### src/rtl/uart_pkg.sv
// rtl/uart_pkg.sv - shared types and constants for the packing UART receiver
// Purpose: parity mode enum, receiver FSM state enum, and beat width helpers.
// Ports: none (package).
package uart_pkg;

  typedef enum logic [1:0] {
    PAR_NONE,
    PAR_EVEN,
    PAR_ODD
  } parity_mode_t;

  typedef enum logic [2:0] {
    ST_IDLE,
    ST_START,
    ST_DATA,
    ST_PARITY,
    ST_STOP,
    ST_RECOVER
  } rx_state_t;

  localparam int unsigned DEF_DATA_BITS = 8;
  localparam int unsigned DEF_LANES     = 4;
  localparam int unsigned BEAT_W        = DEF_LANES * DEF_DATA_BITS;

  // Beat width for a given lane count and character width.
  function automatic int unsigned beat_width(input int unsigned lanes,
                                             input int unsigned bits);
    return lanes * bits;
  endfunction

endpackage

### src/rtl/uart_rx_fifo.sv
// rtl/uart_rx_fifo.sv - show-ahead synchronous FIFO with registered head output
// Purpose: buffers completed beats; dout always holds the oldest entry.
// Ports:
//   aclk, areset      clock, synchronous active-high reset
//   push, din         write strobe and data (ignored when full unless popping)
//   pop               read strobe (ignored when empty)
//   dout              registered head entry
//   full, empty       occupancy flags
module uart_rx_fifo #(
  parameter int unsigned WIDTH = 8,
  parameter int unsigned DEPTH = 8
) (
  input  logic             aclk,
  input  logic             areset,
  input  logic             push,
  input  logic [WIDTH-1:0] din,
  input  logic             pop,
  output logic [WIDTH-1:0] dout,
  output logic             full,
  output logic             empty
);

  localparam int unsigned AW = $clog2(DEPTH);
  localparam logic [AW:0] FULL_CNT = (AW+1)'(DEPTH);
  localparam logic [AW:0] ONE_CNT  = (AW+1)'(1);

  logic [WIDTH-1:0] mem [DEPTH];
  logic [AW-1:0]    wr_ptr;
  logic [AW-1:0]    rd_ptr;
  logic [AW:0]      count;
  logic             do_push;
  logic             do_pop;

  assign empty   = (count == '0);
  assign full    = (count == FULL_CNT);
  assign do_pop  = pop && !empty;
  // A pop in the same cycle frees a slot, so a full FIFO can still accept.
  assign do_push = push && (!full || do_pop);

  always_ff @(posedge aclk) begin
    if (do_push) mem[wr_ptr] <= din;
  end

  always_ff @(posedge aclk) begin
    if (areset) begin
      wr_ptr <= '0;
      rd_ptr <= '0;
      count  <= '0;
      dout   <= '0;
    end else begin
      if (do_push) wr_ptr <= wr_ptr + 1'b1;
      if (do_pop)  rd_ptr <= rd_ptr + 1'b1;
      case ({do_push, do_pop})
        2'b10:   count <= count + ONE_CNT;
        2'b01:   count <= count - ONE_CNT;
        default: count <= count;
      endcase
      // Keep the head register pointing at the oldest live entry.
      if (do_pop) begin
        if (count > ONE_CNT)  dout <= mem[rd_ptr + 1'b1];
        else if (do_push)     dout <= din;
      end else if (empty && do_push) begin
        dout <= din;
      end
    end
  end

endmodule

### src/rtl/axis_uart_rx_pkt.sv
// rtl/axis_uart_rx_pkt.sv - UART receiver packing characters into AXI-Stream beats
// Purpose: oversampled UART RX with runtime divisor, parity, 1/2 stop bits,
//   lane packing, idle-timeout flush and break detection, feeding a beat FIFO.
// Ports:
//   aclk, areset        clock, synchronous active-high reset
//   uart_rx             asynchronous serial input, idle high
//   baud_div            clocks per bit (>=4), latched at each start edge
//   m_axis_*            packed beat output (tdata/tkeep/tlast/tvalid/tready)
//   err_parity/frame/break  one-cycle error pulses, at most one per frame
//   overflow            one-cycle pulse when a beat is dropped on a full FIFO
module axis_uart_rx_pkt
  import uart_pkg::*;
#(
  parameter int unsigned  DATA_BITS   = 8,
  parameter parity_mode_t PARITY_MODE = PAR_EVEN,
  parameter int unsigned  STOP_BITS   = 1,
  parameter int unsigned  LANES       = 4,
  parameter int unsigned  FIFO_DEPTH  = 8,
  parameter int unsigned  IDLE_BITS   = 16
) (
  input  logic                         aclk,
  input  logic                         areset,
  input  logic                         uart_rx,
  input  logic [15:0]                  baud_div,
  output logic [LANES*DATA_BITS-1:0]   m_axis_tdata,
  output logic [LANES-1:0]             m_axis_tkeep,
  output logic                         m_axis_tlast,
  output logic                         m_axis_tvalid,
  input  logic                         m_axis_tready,
  output logic                         err_parity,
  output logic                         err_frame,
  output logic                         err_break,
  output logic                         overflow
);

  localparam int unsigned BW = beat_width(LANES, DATA_BITS);
  localparam int unsigned FW = BW + LANES + 1;
  localparam int unsigned PW = $clog2(LANES + 1);
  localparam int unsigned CW = $clog2(DATA_BITS + 1);
  localparam int unsigned TW = $clog2(IDLE_BITS + 1) + 16;

  logic                 rx_meta, rxs, rxs_d;
  rx_state_t            state;
  logic [15:0]          div_q, bc, half;
  logic                 s0, s1, s2;
  logic [CW-1:0]        bit_idx;
  logic                 stop_idx;
  logic [DATA_BITS-1:0] shreg;
  logic                 par_bit, par_err, stop_bad;
  logic [PW-1:0]        ptr;
  logic [BW-1:0]        lane_buf, lane_ins;
  logic [LANES-1:0]     part_keep;
  logic [TW-1:0]        idle_cnt, idle_lim;
  logic                 push_req;
  logic [FW-1:0]        push_data;
  logic [FW-1:0]        fifo_dout;
  logic                 fifo_full, fifo_empty, pop;
  logic                 bit_end, s2_now, maj, start_edge, stop_zero, is_break;

  assign half       = {1'b0, div_q[15:1]};
  assign bit_end    = (bc == div_q - 16'd1);
  // With div=4 the third sample lands on the decision cycle; use the live value.
  assign s2_now     = (bc == half + 16'd1) ? rxs : s2;
  assign maj        = (s0 & s1) | (s0 & s2_now) | (s1 & s2_now);
  assign start_edge = (state == ST_IDLE) && rxs_d && !rxs;
  assign stop_zero  = stop_bad | ~maj;
  assign is_break   = stop_zero && (shreg == '0) && !par_bit;
  assign idle_lim   = TW'(IDLE_BITS) * TW'(div_q);

  always_comb begin
    lane_ins = lane_buf;
    for (int k = 0; k < LANES; k++) begin
      if (ptr == PW'(k)) lane_ins[k*DATA_BITS +: DATA_BITS] = shreg;
    end
  end

  always_comb begin
    part_keep = '0;
    for (int k = 0; k < LANES; k++) part_keep[k] = (PW'(k) < ptr);
  end

  always_ff @(posedge aclk) begin
    if (areset) begin
      rx_meta    <= 1'b1;
      rxs        <= 1'b1;
      rxs_d      <= 1'b1;
      state      <= ST_IDLE;
      div_q      <= '0;
      bc         <= '0;
      s0         <= 1'b0;
      s1         <= 1'b0;
      s2         <= 1'b0;
      bit_idx    <= '0;
      stop_idx   <= 1'b0;
      shreg      <= '0;
      par_bit    <= 1'b0;
      par_err    <= 1'b0;
      stop_bad   <= 1'b0;
      ptr        <= '0;
      lane_buf   <= '0;
      idle_cnt   <= '0;
      push_req   <= 1'b0;
      push_data  <= '0;
      err_parity <= 1'b0;
      err_frame  <= 1'b0;
      err_break  <= 1'b0;
      overflow   <= 1'b0;
    end else begin
      rx_meta    <= uart_rx;
      rxs        <= rx_meta;
      rxs_d      <= rxs;
      push_req   <= 1'b0;
      err_parity <= 1'b0;
      err_frame  <= 1'b0;
      err_break  <= 1'b0;
      overflow   <= push_req && fifo_full && !pop;

      if (state inside {ST_START, ST_DATA, ST_PARITY, ST_STOP}) begin
        bc <= bit_end ? '0 : bc + 16'd1;
        if (bc == half - 16'd1) s0 <= rxs;
        if (bc == half)         s1 <= rxs;
        if (bc == half + 16'd1) s2 <= rxs;
      end

      // Idle timer only runs while a partial beat is waiting in IDLE.
      if (state == ST_IDLE && ptr != '0 && !start_edge) begin
        if (idle_cnt == idle_lim - TW'(1)) begin
          idle_cnt  <= '0;
          push_req  <= 1'b1;
          push_data <= {1'b1, part_keep, lane_buf};
          ptr       <= '0;
          lane_buf  <= '0;
        end else begin
          idle_cnt <= idle_cnt + 1'b1;
        end
      end else begin
        idle_cnt <= '0;
      end

      case (state)
        ST_IDLE: begin
          if (start_edge) begin
            state <= ST_START;
            div_q <= baud_div;
            bc    <= '0;
          end
        end
        ST_START: begin
          if (bit_end) begin
            if (maj) begin
              state <= ST_IDLE;
            end else begin
              state    <= ST_DATA;
              bit_idx  <= '0;
              par_bit  <= 1'b0;
              par_err  <= 1'b0;
              stop_bad <= 1'b0;
              stop_idx <= 1'b0;
            end
          end
        end
        ST_DATA: begin
          if (bit_end) begin
            shreg <= {maj, shreg[DATA_BITS-1:1]};
            if (bit_idx == CW'(DATA_BITS - 1)) begin
              state <= (PARITY_MODE == PAR_NONE) ? ST_STOP : ST_PARITY;
            end else begin
              bit_idx <= bit_idx + 1'b1;
            end
          end
        end
        ST_PARITY: begin
          if (bit_end) begin
            par_bit <= maj;
            par_err <= ((^shreg) ^ maj) != (PARITY_MODE == PAR_ODD);
            state   <= ST_STOP;
          end
        end
        ST_STOP: begin
          if (bit_end) begin
            if (STOP_BITS == 2 && !stop_idx) begin
              stop_bad <= stop_zero;
              stop_idx <= 1'b1;
            end else if (stop_zero || par_err) begin
              err_break  <= is_break;
              err_frame  <= stop_zero && !is_break;
              err_parity <= !stop_zero;
              ptr        <= '0;
              lane_buf   <= '0;
              bc         <= '0;
              state      <= ST_RECOVER;
            end else begin
              state <= ST_IDLE;
              if (ptr == PW'(LANES - 1)) begin
                push_req  <= 1'b1;
                push_data <= {1'b0, {LANES{1'b1}}, lane_ins};
                ptr       <= '0;
                lane_buf  <= '0;
              end else begin
                lane_buf <= lane_ins;
                ptr      <= ptr + 1'b1;
              end
            end
          end
        end
        ST_RECOVER: begin
          // Need one uninterrupted bit time of high line before re-arming.
          if (!rxs) begin
            bc <= '0;
          end else if (bit_end) begin
            bc    <= '0;
            state <= ST_IDLE;
          end else begin
            bc <= bc + 16'd1;
          end
        end
        default: state <= ST_IDLE;
      endcase
    end
  end

  assign pop = m_axis_tvalid & m_axis_tready;

  uart_rx_fifo #(
    .WIDTH (FW),
    .DEPTH (FIFO_DEPTH)
  ) u_fifo (
    .aclk   (aclk),
    .areset (areset),
    .push   (push_req),
    .din    (push_data),
    .pop    (pop),
    .dout   (fifo_dout),
    .full   (fifo_full),
    .empty  (fifo_empty)
  );

  assign m_axis_tvalid = !fifo_empty;
  assign m_axis_tdata  = fifo_dout[BW-1:0];
  assign m_axis_tkeep  = fifo_dout[BW +: LANES];
  assign m_axis_tlast  = fifo_dout[FW-1];

endmodule
### config.mk
export PLATFORM = sky130hd
export DESIGN_NAME = axis_uart_rx_pkt
export DESIGN_NICKNAME = d
export VERILOG_FILES = /design/src/rtl/uart_pkg.sv /design/src/rtl/uart_rx_fifo.sv /design/src/rtl/axis_uart_rx_pkt.sv
export SDC_FILE = /design/constraint.sdc
export NUM_CORES = 1
export LEC_CHECK = 0
export ABC_AREA = 0
export CAP_MARGIN = 20
export CORE_MARGIN = 2
export CORE_UTILIZATION = 45
export CTS_CLUSTER_DIAMETER = 120
export DETAILED_ROUTE_END_ITERATION = 10
export GPL_TIMING_DRIVEN = 0
export PLACE_DENSITY_LB_ADDON = 0.25
export SLEW_MARGIN = 20
export SYNTH_ARGS = -nofsm -noshare
export SYNTH_HDL_FRONTEND = slang
export SYNTH_SLANG_ARGS = --single-unit
### constraint.sdc
create_clock -name aclk -period 6.65 [get_ports aclk]
set_input_delay 0.665 -clock aclk [delete_from_list [all_inputs] [get_ports aclk]]
set_output_delay 0.665 -clock aclk [all_outputs]
set_load 0.005 [all_outputs]
==> impl_metrics.toml, run 1 <==
[layout]
final_area_sq_um = 26040
fin_util_pct = 53.20
drive_gt1_share_pct = 14.77
syn_to_final_growth_pct = 16.53
antenna_cells = 0
nFillCells = 4130
mostFrequentLayoutCells = "edfxtp_1, nor2_1, dfxtp_1"
layout.nets = 1966
final_common_cell = "edfxtp_1"

[hold_path]
hold_depth = 1
whs_endpoint = "rxs$_SDFF_PP1_"
holdCritPathClass = "reg2reg"
holdCritStartpoint = "rx_meta$_SDFF_PP1_"

[clock_tree]
cts.clk_slew.worst_paths_ns = 0.06
clkLatencyLatePin_ns = 0.60
cts_tree = "yes"
cts_buffer_depth = 3
cts_root_buf = "clkbuf_16"
cts_made_buffers = 51
cts.hold.buffers_added = 0
ctsResizeCount = 0
htreeDepth = 2
post_cts_buffers = 0
clock-sinks = 496

[placed_design]
place_congestion = 0.9122
postPlaceCellArea_sq_um = 24180
portBuffers = 61
hpwlAfterDp_microns = 39170

[critical_path]
cp_slowest_cell = "nor3_2"
max_stage_delay_ns = 0.62
worst_ep_arrival_time_ns = 5.25
r2r_start = "div_q[2]$_SDFFE_PP0P_"
reg2reg_depth = 15
critical_path_class = "reg2reg"
required_ns = 7.18
start_kind = "flip-flop"
rrSetupSlack_ns = 1.93
crit_path_end_kind = "flip-flop"
path_max_fanout = 10
cp.buffers_inverters = 5
crit_family = "simple AND/OR/NAND/NOR gates"
cp_cell_sequence = "buf_1, inv_1, ha_1, or4b_1, clkbuf_1, nor4b_4, xnor2_1, nor4_1, nand2_1, nor3_2, o2111ai_2, buf_6, buf_8, mux2_1, nor2_2"
reg2reg_to = "push_data[19]$_SDFF_PP0_"

[grt]
grt_overflow = 0
grt_pass1_wl_microns = 85610
grt_usage_pct = 21.82
grt_max_degree = 22
antenna_found_initial = 0
grt_pass1_vias = 14690

[floorplan]
rows = 81
io_pins = 62
die_area_sq_um = 51470
coreArea_sq_um = 48950
initial_utilization_pct = 45.66
die_y_microns = 226.9
die_w_microns = 226.9

[route]
maxUsedRoutingLayer = "met4"
wl_met3_microns = 2925
ant_nets = 0
wl_microns = 55770
routedWlPerCell_microns = 21.17
drtIter0Drc = 1152
routed_via_density = 5.655
wirelength_met1_microns = 24590
vias = 14900
dr.pass1.iters = 6
drc = 0
met2_length_microns = 26720

[sta]
worst_slew_pin_slew_ns = 1.033
finClkSkew_ns = 0.01650
fmax_mhz = 211.6
setup_viol = 0
whs_ns = 0.4068
layout_min_cycle_time_ns = 4.725
rsz0062_at_grt = "no"
min_period_over_period_pct = 71.05
hold_viol = 0
slew_violations = 0
relSlewSlack_pct = 31.17

[synthesis]
ys_seq_elements = 496
ys_types = 88
netlist_instances = 1780
yosys_most_used_dff = "edfxtp_1"
async_reset_ff_share_pct = 0
syn_area_per_cell_sq_um = 12.56
synth-seq-area-share_pct = 57.68
syn-num-nets = 1819
netlist_area_sq_um = 22350
synth_edf_count = 296
yosys_warnings = 0

[pwr]
max-vdd-ir-drop_uv = 203.2
leakagePower_nw = 8.743
powerDensity_nw_per_um2 = 305.5

[job]
drv_cap = 0

[run_status]
status = "finished, final reports clean"
[layer usage]
metal | GRT usage (%) | vias up
li1 | - | 6912
met1 | 29.48 | 7429
met2 | 36.23 | 450
met3 | 3.097 | 104
met4 | 7.258 | 0
met5 | 0 | -
[logic make-up after synthesis]
family | after synthesis | synth area share [%]
AND/OR/NAND/NOR | 538 | 11.97
flip-flops | 496 | 57.68
AO/OA/AOI/OAI | 267 | 7.821
multiplexers | 210 | 13.89
buffers and inverters | 144 | 2.995
XOR/XNOR | 106 | 4.579
adder cells (fa/ha/maj) | 19 | 1.064
[cells in the mapped netlist, types with 15 or more instances]
library cell,n,area share [%]
a211oi_1,46,1.5
mux4_2,74,7.5
clkbuf_1,74,1.2
dfxtp_1,200,18
nand3_1,38,0.85
edfxtp_1,296,40
buf_1,15,0.25
nand2_1,104,1.7
mux2_2,36,1.8
inv_1,27,0.45
nor4_1,15,0.42
ha_1,19,1.1
nor2_1,210,3.5
xnor2_1,56,2.2
mux2i_1,96,4.3
xor2_1,43,1.7
nor3_1,23,0.52
a21oi_1,103,2.3
and2_1,16,0.45
and3_1,21,0.59
o21ai_0,42,0.94
nand4_1,16,0.45
[sequential cells by signal, indices dropped and copies added, names as in the netlist, 3 cells and up]
register and cells:
u_fifo.wr_ptr 3, push_data 37, lane_buf 32, bit_idx 4, ptr 3, shreg 8
u_fifo.mem 296, u_fifo.dout 37, idle_cnt 21, div_q 16, state 3, u_fifo.rd_ptr 3
bc 16, u_fifo.count 4
[worst reg2reg max path, stage by stage, from the launching register on]
cell and delay, ns:
dfxtp_1 0.39, buf_1 0.33, inv_1 0.13, ha_1 0.35
or4b_1 0.46, clkbuf_1 0.24, nor4b_4 0.40, xnor2_1 0.16
nor4_1 0.35, nand2_1 0.16, nor3_2 0.62, o2111ai_2 0.27
buf_6 0.23, buf_8 0.16, mux2_1 0.32, nor2_2 0.07
[how the worst max path moves through the flow]
| stage | start | endpoint | slack (ns) | depth (start not counted) |
|---|---|---|---|---|
| after floorplan | m_axis_tready | u_fifo.mem[0][0]$_DFFE_PP_ | 1.61 | 3 |
| after global placement | m_axis_tready | u_fifo.mem[0][11]$_DFFE_PP_ | -2.71 | 4 |
| after detailed placement | div_q[2]$_SDFFE_PP0P_ | push_data[19]$_SDFF_PP0_ | 2.03 | 15 |
| after CTS | div_q[2]$_SDFFE_PP0P_ | push_data[19]$_SDFF_PP0_ | 1.98 | 15 |
| after global routing | div_q[2]$_SDFFE_PP0P_ | push_data[19]$_SDFF_PP0_ | 1.73 | 15 |
| final | div_q[2]$_SDFFE_PP0P_ | push_data[19]$_SDFF_PP0_ | 1.93 | 15 |
[stage by stage]
stage	power [mW]	cells	setup TNS [ns]	setup slack, ns
floorplan	4.478	1780	0	1.608
global placement	4.907	2505	-202.25	-2.708
detailed placement	4.932	2538	0	2.029
CTS	8.026	2634	0	1.979
global route	8.244	2634	0	1.730
finish	7.958	2634	0	1.925
[final cells by class]
type                    count  area [sq um]  share of cell area (%)
plain buffers             117         568.0                   2.181
clock buffers              80          1569                   6.024
flip-flops and latches    496         12890                   49.50
inverters                  27         101.3                  0.3891
repair buffers             94         940.9                   3.613
multi-input cells        1140          8845                   33.96
well taps                 664         830.8                   3.190
clock inverters            16         296.5                   1.139
[power breakdown]
group | switching, mW | leakage (nW) | internal, mW
clock network | 1.20 | 0.900 | 1.90
registers | 0.0325 | 4.37 | 3.25
logic | 0.903 | 3.48 | 0.676
Note: power is estimated with default switching activity, not from simulation.
==> run 2, diff against run 1 <==
clock period = 4.11 ns   (was 6.65 ns; I/O delays follow)
==> run 2 against run 1 <==
Against the previous run:
- register-to-register slack lost 1.8 ns
- final cell count decreased by 0.23%
- core utilization is 0.15 points lower
- combinational power increased by 62%
- routed wire length increased by 0.30%
- highest routed layer unchanged
- largest power group unchanged
- worst setup slack lost 1.8 ns
- global-route usage rose by 0.33 points
- design area is 0.28% lower
- sequential share of layout area rose by 0.15 points
- critical path type unchanged
- first-iteration DRC count is 0.52% higher
- count of clock-buffer cells in the layout is 9 lower
==> impl_metrics.toml, run 2 (same netlist as run 1, synthesis figures left out) <==
[placed_design]
postPlaceCellArea_sq_um = 24120
place_congestion = 0.9129
hpwlAfterDp_microns = 38860
portBuffers = 61
dpl_worst_slack_ns = -0.4881

[sta]
fin_ws_ns = 0.1290
hold_viol = 0
fmax_mhz = 251.2
layout_min_cycle_time_ns = 3.981
setup_viol = 0
finClkSkew_ns = 0.01609
fin_tns_setup_ns = 0
slew_violations = 0
relSlewSlack_pct = 31.58
worst_slew_pin_slew_ns = 1.026
rsz0062_at_grt = "no"
min_period_over_period_pct = 96.86

[hold_path]
hold_depth = 3
holdCritPathClass = "in2reg"

[grt]
grt_max_degree = 21
antenna_found_initial = 1
grt_pass1_wl_microns = 86650
grt_pass1_vias = 14840
grt_usage_pct = 22.15
grt_overflow = 0

[floorplan]
initial_utilization_pct = 45.66
coreArea_sq_um = 48950
io_pins = 62
die_area_sq_um = 51470
rows = 81
die_w_microns = 226.9
die_y_microns = 226.9

[route]
routed_via_density = 5.653
wl_microns = 55940
vias = 14860
met2_length_microns = 27080
wirelength_met1_microns = 24140
drtIter0Drc = 1158
routedWlPerCell_microns = 21.29
wl_met3_microns = 3289
dr.pass1.iters = 6
drc = 0
ant_nets = 0
maxUsedRoutingLayer = "met4"

[critical_path]
reg2reg_depth = 15
required_ns = 4.57
worst_ep_arrival_time_ns = 4.45
start_kind = "flip-flop"
critical_path_class = "reg2reg"
path_max_fanout = 10
crit_path_end_kind = "flip-flop"

[layout]
drive_gt1_share_pct = 15.58
syn_to_final_growth_pct = 16.20
antenna_cells = 0
largest_register = "u_fifo.mem"
final_area_sq_um = 25970
final_common_cell = "edfxtp_1"
fin_util_pct = 53.05
mostFrequentLayoutCells = "edfxtp_1, nor2_1, dfxtp_1"
top_regs = "u_fifo.mem x296, push_data x37, u_fifo.dout x37"
layout.nets = 1960
largest_reg_flops = 296

[clock_tree]
htreeDepth = 2
clkLatencyLatePin_ns = 0.60
cts.clk_slew.worst_paths_ns = 0.06
cts_root_buf = "clkbuf_16"
cts_made_buffers = 51
clock-sinks = 496
cts_buffer_depth = 3
cts.hold.buffers_added = 0
cts_tree = "yes"

[pwr]
leakagePower_nw = 8.698
total_power_mw = 12.62
powerDensity_nw_per_um2 = 486.0
max-vdd-ir-drop_uv = 350.7

[run_status]
status = "finished, final reports clean"

[job]
drv_cap = 0
-- run 2: changes by cell type in the layout (fill, tap and decap cells not counted), moves of 3 or more --
cell	previous run	this run
buf_2	17	13
buf_4	17	23
buf_6	19	12
buf_8	2	6
clkbuf_1	88	83
clkbuf_8	12	4
clkinv_2	1	10
clkinvlp_2	3	0
clkinvlp_4	0	3
-- run 2: per-stage QoR --
| step | hold slack [ns] | cells |
|---|---|---|
| final | 0.3555 | 2628 |
| after global placement | 0.3965 | 2505 |
| after detailed placement | 0.3950 | 2530 |
| after global routing | 0.3566 | 2628 |
| after CTS | 0.3292 | 2630 |
| after floorplan | 0.3895 | 1780 |
-- run 2: what timing repair did --
action / 4_1_cts / 5_1_grt
setup endpoints to repair: 88 / 82
endpoints found under the hold margin: 0 / 0
setup buffers: 4 / 0
resized for setup: 10 / 16
pin swaps: 4 / 1
-- run 2: final cells by class --
type	count	area (sq um)
fill	4119	22980
sequential	496	12890
multi-input combinational	1140	8934
clock buffer	71	1455
timing repair buffer	90	899.6
tap	664	830.8
buffer	115	575.6
clock inverter	25	280.3
inverter	27	101.3
-- run 2: path summary, 6_finish.rpt --
| check | from | to | slack [ns] |
|---|---|---|---|
| setup / recovery | div_q[2]$_SDFFE_PP0P_ | push_data[10]$_SDFF_PP0_ | 0.13 |
| hold / removal | baud_div[2] | div_q[2]$_SDFFE_PP0P_ | 0.36 |
| setup reg to reg | div_q[2]$_SDFFE_PP0P_ | push_data[10]$_SDFF_PP0_ | 0.13 |
| hold reg to reg | rx_meta$_SDFF_PP1_ | rxs$_SDFF_PP1_ | 0.41 |
-- run 2: where the power goes --
| group | switching, mW | internal, mW | leakage, nW | total [mW] |
|---|---|---|---|---|
| clock | 1.95 | 2.80 | 0.847 | 4.75 |
| sequential | 0.0510 | 5.26 | 4.37 | 5.31 |
| combinational | 1.46 | 1.10 | 3.48 | 2.56 |
-- run 2: critical path, cell delays in order, from the launching register on --
cell and delay [ns]:
dfxtp_2 0.38, buf_4 0.20, inv_1 0.10, ha_4 0.19, or3b_4 0.42, or4b_4 0.57
xnor2_2 0.21, o21ai_1 0.11, or3_1 0.43, nor4_4 0.24, buf_4 0.20, buf_6 0.17
buf_8 0.18, mux2i_1 0.21, mux2_2 0.17, nor2_1 0.04
-- run 2: layer usage --
| layer | track usage (%) | vias up |
|---|---|---|
| met2 | 37.20 | 444 |
| met4 | 6.876 | 0 |
| met5 | 0 | - |
| met3 | 3.356 | 106 |
| li1 | - | 6926 |
| met1 | 29.61 | 7379 |
==> run 3, diff against run 2 <==
ABC_AREA = 1   (was 0)
PLACE_DENSITY = 0.71   (was not set)
PLACE_DENSITY_LB_ADDON = not set   (was 0.25)
==> run 3 against run 2 <==
Against the previous run:
- sequential power is 4.0% higher
- highest routed layer unchanged
- fmax up 16%
- synthesized area grew 4.2%
- critical path depth increased by 7
- largest power group unchanged
- core utilization decreased by 0.99 points
- global-route usage rose by 2.1 points
- count of clock-buffer cells in the layout increased by 2
- die area grew 4.1%
- register-to-register slack improved by 0.55 ns
==> impl_metrics.toml, run 3 <==
[clock_tree]
ctsResizeCount = 0
htreeDepth = 2
cts_made_buffers = 51
cts.hold.buffers_added = 0
cts_tree = "yes"
cts_buffer_depth = 3
post_cts_buffers = 0
clock-sinks = 496
clkLatencyLatePin_ns = 0.61
cts_root_buf = "clkbuf_16"
cts.clk_slew.worst_paths_ns = 0.06

[synthesis]
syn-num-nets = 2656
ys_seq_elements = 496
synthTopCellsByCount = "nand2_1, nor2_1, edfxtp_1"
synth_most_common_cell = "nand2_1"
async_reset_ff_share_pct = 0
synth_edf_count = 296
ys_types = 53
synthTopCellsByArea = "edfxtp_1, dfxtp_1, nand2_1"
yosys.area.top_type_share_pct = 38.16
synth_largest_area_cell = "edfxtp_1"
synth-seq-area-share_pct = 55.35
syn_area_per_cell_sq_um = 8.900
netlist_area_sq_um = 23290
netlist_instances = 2617
yosys_warnings = 0
yosys_most_used_dff = "edfxtp_1"

[floorplan]
initial_utilization_pct = 45.49
die_area_sq_um = 53600
die_w_microns = 231.5
rows = 83
coreArea_sq_um = 51200
io_pins = 62
die_y_microns = 231.5

[sta]
fin_tns_setup_ns = 0
setup_viol = 0
rsz0062_at_grt = "no"
min_period_over_period_pct = 83.43
worst_slew_pin_slew_ns = 0.9868
layout_min_cycle_time_ns = 3.429
relSlewSlack_pct = 34.22
hold_viol = 0
whs_ns = 0.3699
slew_violations = 0
fin_ws_ns = 0.6808
finClkSkew_ns = 0.01952
fmax_mhz = 291.6

[grt]
grt_overflow = 0
antenna_found_initial = 0
grt_pass1_wl_microns = 101800
grt_usage_pct = 24.29
grt_max_degree = 24
grt_pass1_vias = 18630

[route]
wl_microns = 65390
vias = 18980
dr.pass1.iters = 6
routedWlPerCell_microns = 18.88
ant_nets = 0
routed_via_density = 5.478
drc = 0
drtIter0Drc = 1642

[layout]
layout.nets = 2781
mostFrequentLayoutCells = "nand2_1, nor2_1, edfxtp_1"
drive_gt1_share_pct = 6.861
top_regs = "u_fifo.mem x296, push_data x37, u_fifo.dout x37"
instances_no_fill = 3464
syn_to_final_growth_pct = 14.43
antenna_cells = 0
largest_register = "u_fifo.mem"
largest_reg_flops = 296
final_common_cell = "nand2_1"

[pwr]
swShare_pct = 33.92
power_frac_seq_pct = 40.0
power_switching_mw = 4.683
powerDensity_nw_per_um2 = 518.0
clkPwrFrac_pct = 32.4
intPower_mw = 9.123
total_power_mw = 13.81
leakagePower_nw = 10.80
combPwrFrac_pct = 27.6
max-vdd-ir-drop_uv = 389.7

[critical_path]
worst_ep_arrival_time_ns = 3.89
critical_path_class = "reg2reg"
path_max_fanout = 10
required_ns = 4.58
start_kind = "flip-flop"
crit_path_end_kind = "flip-flop"

[run_status]
status = "finished, final reports clean"

[job]
drv_cap = 0

[placed_design]
place_congestion = 0.9395
portBuffers = 61
hpwlAfterDp_microns = 46770
dp.cells = 3369
dpl_worst_slack_ns = 0.7390

[hold_path]
holdCritPathClass = "in2reg"
[run 3: layout make-up]
| class | count | area [sq um] |
|---|---|---|
| Multi-Input combinational cell | 1724 | 8860 |
| Clock inverter | 22 | 231.5 |
| Timing Repair Buffer | 72 | 860.8 |
| Clock buffer | 73 | 1359 |
| Sequential cell | 496 | 12890 |
| Buffer | 139 | 631.9 |
| Fill cell | 4605 | 24540 |
| Inverter | 258 | 968.4 |
| Tap cell | 680 | 850.8 |
[run 3: logic make-up (layout without fill, tap and decap cells)]
kind of cell               after synthesis  count (layout)  synth area share [%]
DFF                                    496             496                 55.35
AOI/OAI and AO/OA                      465             465                 11.95
muxes                                   38              38                 1.633
and+or+nand+nor                       1147            1147                 21.08
adders and majority gates               19              19                 1.021
xor gates and xnor gates                55              55                 2.100
buffers and inverters                  397             564                 6.870
[run 3: path summary, 6_finish.rpt]
path	startpoint	end	slack, ns	depth (start not counted)
worst max-delay path	div_q[1]$_SDFFE_PP0P_	lane_buf[12]$_SDFF_PP0_	0.68	22
worst min-delay path	uart_rx	rx_meta$_SDFF_PP1_	0.37	2
worst max register to register	div_q[1]$_SDFFE_PP0P_	lane_buf[12]$_SDFF_PP0_	0.68	22
worst min register to register	rx_meta$_SDFF_PP1_	rxs$_SDFF_PP1_	0.41	1
[run 3: worst max-delay path: stages, from the launching register on]
cell     delay (ns)
dfxtp_1        0.34
inv_1          0.29
ha_1           0.34
inv_1          0.07
nor2_1         0.26
nand2_1        0.11
nand2_1        0.17
nand2_1        0.07
nand2_1        0.06
nand2_1        0.11
nor2_1         0.19
nand2_1        0.07
nor2_1         0.10
nand2_1        0.07
nor2_2         0.11
nand2_2        0.13
nor2_8         0.17
inv_1          0.09
nand2_4        0.13
buf_4          0.20
nor2_1         0.06
nor2_1         0.10
nor2_1         0.05
[run 3: power groups by stage]
stage / clock network, mW / registers [mW] / logic, mW
4_1_cts: 4.51 / 5.52 / 3.77
2_1_floorplan: 0 / 5.58 / 2.49
3_3_place_gp: 0 / 5.62 / 3.68
5_1_grt: 4.71 / 5.54 / 4.20
6_report: 4.47 / 5.52 / 3.82
3_5_place_dp: 0 / 5.63 / 3.75
[run 3: layer usage]
metal,track usage (%),wire length [microns],vias up
li1,-,-,9108
met1,31.10,27500,9002
met2,40.74,30860,723
met3,4.306,4646,142
met4,9.718,2372,0
met5,0,0,-
[run 3: per-stage QoR]
stage | cell area, sq um | util, %
finish | 26650 | 52.06
global route | 26650 | 52.06
CTS | 26650 | 52.06
detailed placement | 25060 | 48.96
global placement | 24750 | 48.35
floorplan | 23290 | -
